<file path="config.mk">
export PLATFORM = sky130hd
export DESIGN_NAME = uart_tx_buffered
export DESIGN_NICKNAME = d
export VERILOG_FILES = /design/src/rtl/uart_pkg.sv /design/src/rtl/byte_fifo.sv /design/src/rtl/uart_tx_buffered.sv
export SDC_FILE = /design/constraint.sdc
export NUM_CORES = 1
export LEC_CHECK = 0
export CORE_ASPECT_RATIO = 1.5
export CORE_MARGIN = 2
export CORE_UTILIZATION = 50
export CTS_BUF_LIST = sky130_fd_sc_hd__clkbuf_8
export DETAILED_ROUTE_END_ITERATION = 16
export PLACE_DENSITY_LB_ADDON = 0.08
export SLEW_MARGIN = 20
export SYNTH_ARGS = -nofsm -noshare
export SYNTH_HDL_FRONTEND = slang
export SYNTH_SLANG_ARGS = --single-unit
</file>
<file path="constraint.sdc">
create_clock -name i_clk -period 2.7 [get_ports i_clk]
set_input_delay 0.54 -clock i_clk [delete_from_list [all_inputs] [get_ports i_clk]]
set_output_delay 0.54 -clock i_clk [all_outputs]
set_load 0.01 [all_outputs]
</file>
<file path="src/rtl/uart_pkg.sv">
// Shared UART definitions: transmitter state encoding, baud divisors at 25 MHz
// and frame geometry.
package uart_pkg;

  typedef enum logic [1:0] {
    ST_IDLE  = 2'd0,
    ST_START = 2'd1,
    ST_DATA  = 2'd2,
    ST_STOP  = 2'd3
  } tx_state_t;

  localparam int BAUD_115200    = 217;
  localparam int BAUD_9600      = 2604;
  localparam int UART_DATA_BITS = 8;

endpackage

</file>
<file path="src/rtl/byte_fifo.sv">
// Byte-wide synchronous FIFO with show-ahead read data; the head entry is
// always visible on rdata while the FIFO is not empty.
module byte_fifo #(
  parameter int DEPTH = 4
) (
  input  logic                     i_clk,
  input  logic                     i_rst_n,
  input  logic                     push,
  input  logic                     pop,
  input  logic [7:0]               wdata,
  output logic [7:0]               rdata,
  output logic [$clog2(DEPTH):0]   count,
  output logic                     full,
  output logic                     empty
);

  localparam int AW = $clog2(DEPTH);
  localparam int CW = AW + 1;

  logic [7:0]    mem_r [DEPTH];
  logic [AW-1:0] wr_ptr_r;
  logic [AW-1:0] rd_ptr_r;
  logic [CW-1:0] count_r;
  logic          do_push_s;
  logic          do_pop_s;

  assign full      = (count_r == CW'(DEPTH));
  assign empty     = (count_r == CW'(0));
  assign do_push_s = push & ~full;
  assign do_pop_s  = pop & ~empty;
  assign rdata     = mem_r[rd_ptr_r];
  assign count     = count_r;

  // Storage array: written on accepted pushes only, no reset needed.
  always_ff @(posedge i_clk) begin
    if (do_push_s) begin
      mem_r[wr_ptr_r] <= wdata;
    end
  end

  // Pointers wrap naturally at DEPTH because DEPTH is a power of two.
  always_ff @(posedge i_clk or negedge i_rst_n) begin
    if (!i_rst_n) begin
      wr_ptr_r <= AW'(0);
      rd_ptr_r <= AW'(0);
      count_r  <= CW'(0);
    end else begin
      if (do_push_s) begin
        wr_ptr_r <= wr_ptr_r + AW'(1);
      end
      if (do_pop_s) begin
        rd_ptr_r <= rd_ptr_r + AW'(1);
      end
      case ({do_push_s, do_pop_s})
        2'b10:   count_r <= count_r + CW'(1);
        2'b01:   count_r <= count_r - CW'(1);
        default: count_r <= count_r;
      endcase
    end
  end

endmodule

</file>
<file path="src/rtl/uart_tx_buffered.sv">
// Buffered 8N1 UART transmitter: a byte FIFO in front of a start/data/stop
// serialiser that chains queued frames with no idle gap.
module uart_tx_buffered
  import uart_pkg::*;
#(
  parameter int CYCLES_PER_BIT = BAUD_115200,
  parameter int FIFO_DEPTH     = 4
) (
  input  logic                        i_clk,
  input  logic                        i_rst_n,
  input  logic [7:0]                  i_tx_byte,
  input  logic                        i_tx_valid,
  output logic                        o_tx_ready,
  output logic                        o_tx_serial,
  output logic                        o_tx_active,
  output logic                        o_tx_done,
  output logic [$clog2(FIFO_DEPTH):0] o_fifo_count
);

  localparam int BW = $clog2(CYCLES_PER_BIT);

  tx_state_t state_r;
  logic [BW-1:0] baud_r;
  logic [2:0]    bit_idx_r;
  logic [7:0]    shift_r;
  logic          serial_r;
  logic          active_r;
  logic          done_r;

  logic          pop_s;
  logic          full_s;
  logic          empty_s;
  logic          baud_last_s;
  logic [7:0]    head_s;

  byte_fifo #(.DEPTH(FIFO_DEPTH)) u_fifo (
    .i_clk   (i_clk),
    .i_rst_n (i_rst_n),
    .push    (i_tx_valid),
    .pop     (pop_s),
    .wdata   (i_tx_byte),
    .rdata   (head_s),
    .count   (o_fifo_count),
    .full    (full_s),
    .empty   (empty_s)
  );

  assign baud_last_s = (baud_r == BW'(CYCLES_PER_BIT - 1));
  assign o_tx_ready  = ~full_s;
  assign o_tx_serial = serial_r;
  assign o_tx_active = active_r;
  assign o_tx_done   = done_r;

  // Pop the head when idle, or on the final stop cycle to chain the next frame.
  always_comb begin
    pop_s = 1'b0;
    if (empty_s) begin
      pop_s = 1'b0;
    end else if (state_r == ST_IDLE) begin
      pop_s = 1'b1;
    end else if ((state_r == ST_STOP) && baud_last_s) begin
      pop_s = 1'b1;
    end else begin
      pop_s = 1'b0;
    end
  end

  // Serialiser FSM; done is raised one cycle early so it is high during the final stop cycle.
  always_ff @(posedge i_clk or negedge i_rst_n) begin
    if (!i_rst_n) begin
      state_r   <= ST_IDLE;
      baud_r    <= BW'(0);
      bit_idx_r <= 3'd0;
      shift_r   <= 8'h00;
      serial_r  <= 1'b1;
      active_r  <= 1'b0;
      done_r    <= 1'b0;
    end else begin
      done_r <= (state_r == ST_STOP) && (baud_r == BW'(CYCLES_PER_BIT - 2));
      case (state_r)
        ST_IDLE: begin
          baud_r   <= BW'(0);
          serial_r <= 1'b1;
          if (pop_s) begin
            shift_r  <= head_s;
            serial_r <= 1'b0;
            active_r <= 1'b1;
            state_r  <= ST_START;
          end
        end
        ST_START: begin
          if (baud_last_s) begin
            baud_r    <= BW'(0);
            bit_idx_r <= 3'd0;
            serial_r  <= shift_r[0];
            state_r   <= ST_DATA;
          end else begin
            baud_r <= baud_r + BW'(1);
          end
        end
        ST_DATA: begin
          if (!baud_last_s) begin
            baud_r <= baud_r + BW'(1);
          end else if (bit_idx_r == 3'(UART_DATA_BITS - 1)) begin
            baud_r   <= BW'(0);
            serial_r <= 1'b1;
            state_r  <= ST_STOP;
          end else begin
            baud_r    <= BW'(0);
            shift_r   <= {1'b0, shift_r[7:1]};
            serial_r  <= shift_r[1];
            bit_idx_r <= bit_idx_r + 3'd1;
          end
        end
        ST_STOP: begin
          if (!baud_last_s) begin
            baud_r <= baud_r + BW'(1);
          end else if (pop_s) begin
            baud_r   <= BW'(0);
            shift_r  <= head_s;
            serial_r <= 1'b0;
            state_r  <= ST_START;
          end else begin
            baud_r   <= BW'(0);
            active_r <= 1'b0;
            state_r  <= ST_IDLE;
          end
        end
        default: begin
          baud_r   <= BW'(0);
          serial_r <= 1'b1;
          active_r <= 1'b0;
          state_r  <= ST_IDLE;
        end
      endcase
    end
  end

endmodule

</file>
==> flow_summary.html <==
<table>
<tr><th>Metric</th><th>Value</th></tr>
<tr><th colspan="2">Worst setup path</th></tr>
<tr><td>Signal arrival time at the worst endpoint</td><td>2.66 ns</td></tr>
<tr><td>Count of cells along the worst register-to-register path</td><td>10</td></tr>
<tr><td>Crit path from</td><td>state_r[0]$_DFFE_PN0P_</td></tr>
<tr><td>Worst setup path end</td><td>u_fifo.count[2]$_DFFE_PN0P_</td></tr>
<tr><td>Required arrival time at the worst endpoint</td><td>2.96 ns</td></tr>
<tr><td>Launch point of the worst reg-to-reg path</td><td>state_r[0]$_DFFE_PN0P_</td></tr>
<tr><td>Type of element capturing the critical path</td><td>flip-flop</td></tr>
<tr><td>Largest fanout on the critical path</td><td>5</td></tr>
<tr><td>Crit path kind</td><td>flip-flop to flip-flop</td></tr>
<tr><td>R2R Setup Slk</td><td>0.30 ns</td></tr>
<tr><td>Critical path launch point type</td><td>flip-flop</td></tr>
<tr><td>Reg2Reg Capture Point</td><td>u_fifo.count[2]$_DFFE_PN0P_</td></tr>
<tr><th colspan="2">Floorplanning</th></tr>
<tr><td>Site Rows</td><td>34</td></tr>
<tr><td>Width of the die</td><td>66.2 um</td></tr>
<tr><td>Initial core utilization</td><td>50.9%</td></tr>
<tr><td>Die Ht</td><td>97.3 um</td></tr>
<tr><td>Die outline area</td><td>0.00644 mm^2</td></tr>
<tr><td>Floorplan core area</td><td>0.00570 mm^2</td></tr>
<tr><td>Number of top-level design ports</td><td>18</td></tr>
<tr><th colspan="2">Finish</th></tr>
<tr><td>Final nets</td><td>251</td></tr>
<tr><td>Share of post-route cells with drive strength above 1</td><td>20.0%</td></tr>
<tr><td>Area added between synthesis and finish</td><td>17.5%</td></tr>
<tr><td>ANT cells</td><td>0</td></tr>
<tr><td>Fin area</td><td>0.00341 mm^2</td></tr>
<tr><th colspan="2">Logic synthesis</th></tr>
<tr><td>Distinct cells, synth</td><td>41</td></tr>
<tr><td>Post-Synthesis Cells</td><td>199</td></tr>
<tr><td>FF+latch count, synth</td><td>63</td></tr>
<tr><td>Warning count from the yosys run</td><td>0</td></tr>
<tr><td>Part of the Yosys area used for sequential elements</td><td>59.9%</td></tr>
<tr><td>Post-synth net total</td><td>225</td></tr>
<tr><td>Total standard cell area after synthesis</td><td>0.00290 mm^2</td></tr>
<tr><td>Synth Area per Inst</td><td>14.6 um^2</td></tr>
<tr><th colspan="2">STA</th></tr>
<tr><td>Share of the cycle needed by the critical path after routing</td><td>89.0%</td></tr>
<tr><td>Measured slew at the worst slew-check pin</td><td>0.574 ns</td></tr>
<tr><td>Fmax achieved</td><td>416 MHz</td></tr>
<tr><td>Final Hold Vio Count</td><td>0</td></tr>
<tr><td>Unrepaired setup endpoints after global routing</td><td>false</td></tr>
<tr><td>Total Neg Setup Slack</td><td>0 ns</td></tr>
<tr><td>Min cycle time layout</td><td>2.40 ns</td></tr>
<tr><td>Final slew viol count</td><td>0</td></tr>
<tr><td>Clk_skew</td><td>0.0119 ns</td></tr>
<tr><td>Slew headroom</td><td>61.8%</td></tr>
<tr><td>Endpoints failing setup</td><td>0</td></tr>
<tr><th colspan="2">Place</th></tr>
<tr><td>Placed Instance Area</td><td>0.00316 mm^2</td></tr>
<tr><td>Buffers added on ports</td><td>17</td></tr>
<tr><td>HPWL after DPL</td><td>3630 um</td></tr>
<tr><td>Weighted congestion reported at the end of routability-driven placement</td><td>0.776</td></tr>
<tr><th colspan="2">Power</th></tr>
<tr><td>Pleak</td><td>1.40 nW</td></tr>
<tr><td>Share of power burned in the clock network</td><td>26.5%</td></tr>
<tr><td>Flop pwr share</td><td>40.3%</td></tr>
<tr><td>Power per cell area</td><td>1130 mW/mm^2</td></tr>
<tr><td>Peak VDD IR</td><td>0.632 mV</td></tr>
<tr><td>Share of power burned in combinational logic</td><td>33.2%</td></tr>
<tr><td>Switching Fraction</td><td>32.5%</td></tr>
<tr><td>Total power</td><td>3.84 mW</td></tr>
<tr><td>Internal power summed over all cells</td><td>2.59 mW</td></tr>
<tr><td>Switching Power</td><td>1.25 mW</td></tr>
<tr><th colspan="2">CTS</th></tr>
<tr><td>Count of cells resized by post-cts repair</td><td>0</td></tr>
<tr><td>Clock slew at reported path FFs</td><td>0.08 ns</td></tr>
<tr><td>TritonCTS buffer count</td><td>9</td></tr>
<tr><td>Clock tree from TritonCTS</td><td>done</td></tr>
<tr><td>Post-CTS setup repair buffer count</td><td>0</td></tr>
<tr><td>Buffers from clock root to sink, at most</td><td>2</td></tr>
<tr><td>Root Buffer</td><td>sky130_fd_sc_hd__clkbuf_8</td></tr>
<tr><td>Total clock sinks</td><td>63</td></tr>
<tr><td>Worst-Skew Late Latency</td><td>0.33 ns</td></tr>
<tr><td>CTS HTree Levels</td><td>3</td></tr>
<tr><td>Hold buffer count at CTS</td><td>0</td></tr>
<tr><th colspan="2">Drt</th></tr>
<tr><td>Routed wire length</td><td>5030 um</td></tr>
<tr><td>Drt drc</td><td>0</td></tr>
<tr><td>Mean routed wirelength per cell</td><td>16.7 um</td></tr>
<tr><td>Number of design-rule violations left by the first detailed-router iteration</td><td>80</td></tr>
<tr><td>Mean number of vias per cell</td><td>5.53</td></tr>
<tr><td>First-pass iteration count of the detailed router</td><td>4</td></tr>
<tr><td>Number of nets with antenna violations after routing</td><td>0</td></tr>
<tr><td>Routed via count</td><td>1669</td></tr>
<tr><th colspan="2">Job</th></tr>
<tr><td>Reported max-cap violation count</td><td>0</td></tr>
<tr><th colspan="2">Hold path</th></tr>
<tr><td>Hold Path Class</td><td>flip-flop to flip-flop</td></tr>
<tr><th colspan="2">GRT</th></tr>
<tr><td>Initial antenna violation count</td><td>0</td></tr>
<tr><td>Global-route wire length before repair</td><td>8480 um</td></tr>
<tr><td>Total routing usage reported by global routing</td><td>18.0%</td></tr>
<tr><td>Largest net degree at the start of global routing</td><td>32</td></tr>
<tr><td>Global route total overflow</td><td>0</td></tr>
<tr><td>Number of global-route vias before repair</td><td>1738</td></tr>
<tr><th colspan="2">Status</th></tr>
<tr><td>Run status</td><td>finished clean</td></tr>
</table>
[final cells by class]
type | instances | area, um^2
clock inverter | 7 | 128
tap | 72 | 90.1
multi-input combinational | 123 | 1110
clock buffer | 9 | 124
inverter | 10 | 37.5
timing repair buffer | 18 | 178
sequential | 63 | 1740
fill | 469 | 2290
[worst min path at each step]
stage                                   start                   to  slack, ns  cells after the start
after floorplan                       i_rst_n  baud_r[0]$_DFF_PN0_       0.24                      0
after global placement    baud_r[0]$_DFF_PN0_  baud_r[0]$_DFF_PN0_       0.46                      1
after detailed placement  baud_r[0]$_DFF_PN0_  baud_r[0]$_DFF_PN0_       0.48                      1
after CTS                 baud_r[0]$_DFF_PN0_  baud_r[0]$_DFF_PN0_       0.49                      1
after global routing      baud_r[0]$_DFF_PN0_  baud_r[0]$_DFF_PN0_       0.50                      1
final                     baud_r[0]$_DFF_PN0_  baud_r[0]$_DFF_PN0_       0.48                      1
[stage by stage]
stage,setup WS (ns),util (%),hold slack [ns],cells
6_report,0.298,59.8,0.481,302
5_1_grt,0.0780,59.8,0.505,302
4_1_cts,0.274,59.8,0.489,302
3_5_place_dp,0.229,55.4,0.478,286
3_3_place_gp,0.341,55.4,0.461,286
2_1_floorplan,0.494,-,0.244,199
[power groups by stage]
| stage | clock [mW] | sequential (mW) | combinational [mW] |
|---|---|---|---|
| detailed placement | 0 | 1.58 | 1.29 |
| global route | 1.08 | 1.59 | 1.41 |
| finish | 1.02 | 1.55 | 1.27 |
| global placement | 0 | 1.55 | 1.21 |
| floorplan | 0 | 1.47 | 1.01 |
| CTS | 1.03 | 1.56 | 1.29 |
[critical path, cell delays in order, from the launching register on]
cell,delay [ns]
sky130_fd_sc_hd__dfrtp_1,0.41
sky130_fd_sc_hd__inv_1,0.12
sky130_fd_sc_hd__ha_1,0.27
sky130_fd_sc_hd__inv_1,0.11
sky130_fd_sc_hd__nor2_1,0.09
sky130_fd_sc_hd__or2_1,0.28
sky130_fd_sc_hd__ha_1,0.23
sky130_fd_sc_hd__fa_1,0.38
sky130_fd_sc_hd__xnor2_1,0.13
sky130_fd_sc_hd__nor2_1,0.12
sky130_fd_sc_hd__xor2_1,0.17
[cells in the mapped netlist, drive strengths merged]
library cell	number	area [um^2]
or3	2	12.5
o221a	7	78.8
mux4	8	180
or2b	5	37.5
or2	3	18.8
nor3	4	47.5
nand3	5	25.0
nand2b	1	6.26
nor2	16	60.1
nand3b	1	20.0
clkbuf	2	7.51
fa	1	20.0
o21ai	7	35.0
or3b	1	11.3
a21oi	4	23.8
nand2	7	26.3
a2bb2oi	1	8.76
and3	6	37.5
xnor2	6	52.6
edfxtp	32	961
ha	14	175
dfrtp	30	751
o32a	1	10.0
and2	1	6.26
nor4b	1	15.0
a22o	5	43.8
inv	10	37.5
dfstp	1	26.3
nor2b	1	6.26
o31ai	2	15.0
mux2	4	45.0
xor2	6	52.6
buf	1	5.00
nand4b	2	32.5
a21o	1	8.76
[routing by layer]
layer	GRT usage, %	wire length (um)	vias to the layer above
li1	-	-	791
met1	20.8	1960	838
met2	30.5	2860	38
met3	5.56	173	2
met4	6.59	38	0
met5	0	0	-
[flip-flops by register name, indices dropped and copies added, names as in the netlist]
name / cells
o_tx_active: 1
u_fifo.wr_ptr_r: 2
o_tx_done: 1
state_r: 2
shift_r: 8
baud_r: 8
o_tx_serial: 1
u_fifo.rd_ptr_r: 2
bit_idx_r: 3
u_fifo.mem_r: 32
u_fifo.count: 3
[cell families after synthesis]
kind of cell             count (synthesis)  share of synthesized area [%]
AO/OA/AOI/OAI                           28                           7.72
XOR/XNOR                                12                           3.62
adder cells (fa/ha/maj)                 15                           6.73
buffers and inverters                   13                           1.73
flip-flops                              63                           59.9
multiplexers                            12                           7.77
AND/OR/NAND/NOR                         56                           12.5
[cells in the final DEF, fill, tap and decap left out, drive strengths merged, types with 3 or more instances in the layout]
| cell | Yosys | layout |
|---|---|---|
| a22o | 5 | 5 |
| nor3 | 4 | 4 |
| or2b | 5 | 5 |
| xnor2 | 6 | 6 |
| xor2 | 6 | 6 |
| inv | 10 | 12 |
| nor2 | 16 | 16 |
| edfxtp | 32 | 32 |
| o221a | 7 | 7 |
| dfrtp | 30 | 30 |
| mux4 | 8 | 8 |
| nand2 | 7 | 7 |
| ha | 14 | 14 |
| mux2 | 4 | 4 |
| or2 | 3 | 3 |
| clkdlybuf4s50 | 0 | 17 |
| bufinv | 0 | 3 |
| nand3 | 5 | 5 |
| clkbuf | 2 | 9 |
| o21ai | 7 | 7 |
| a21oi | 4 | 4 |
| and3 | 6 | 6 |
(Power assumes the default switching activity.)
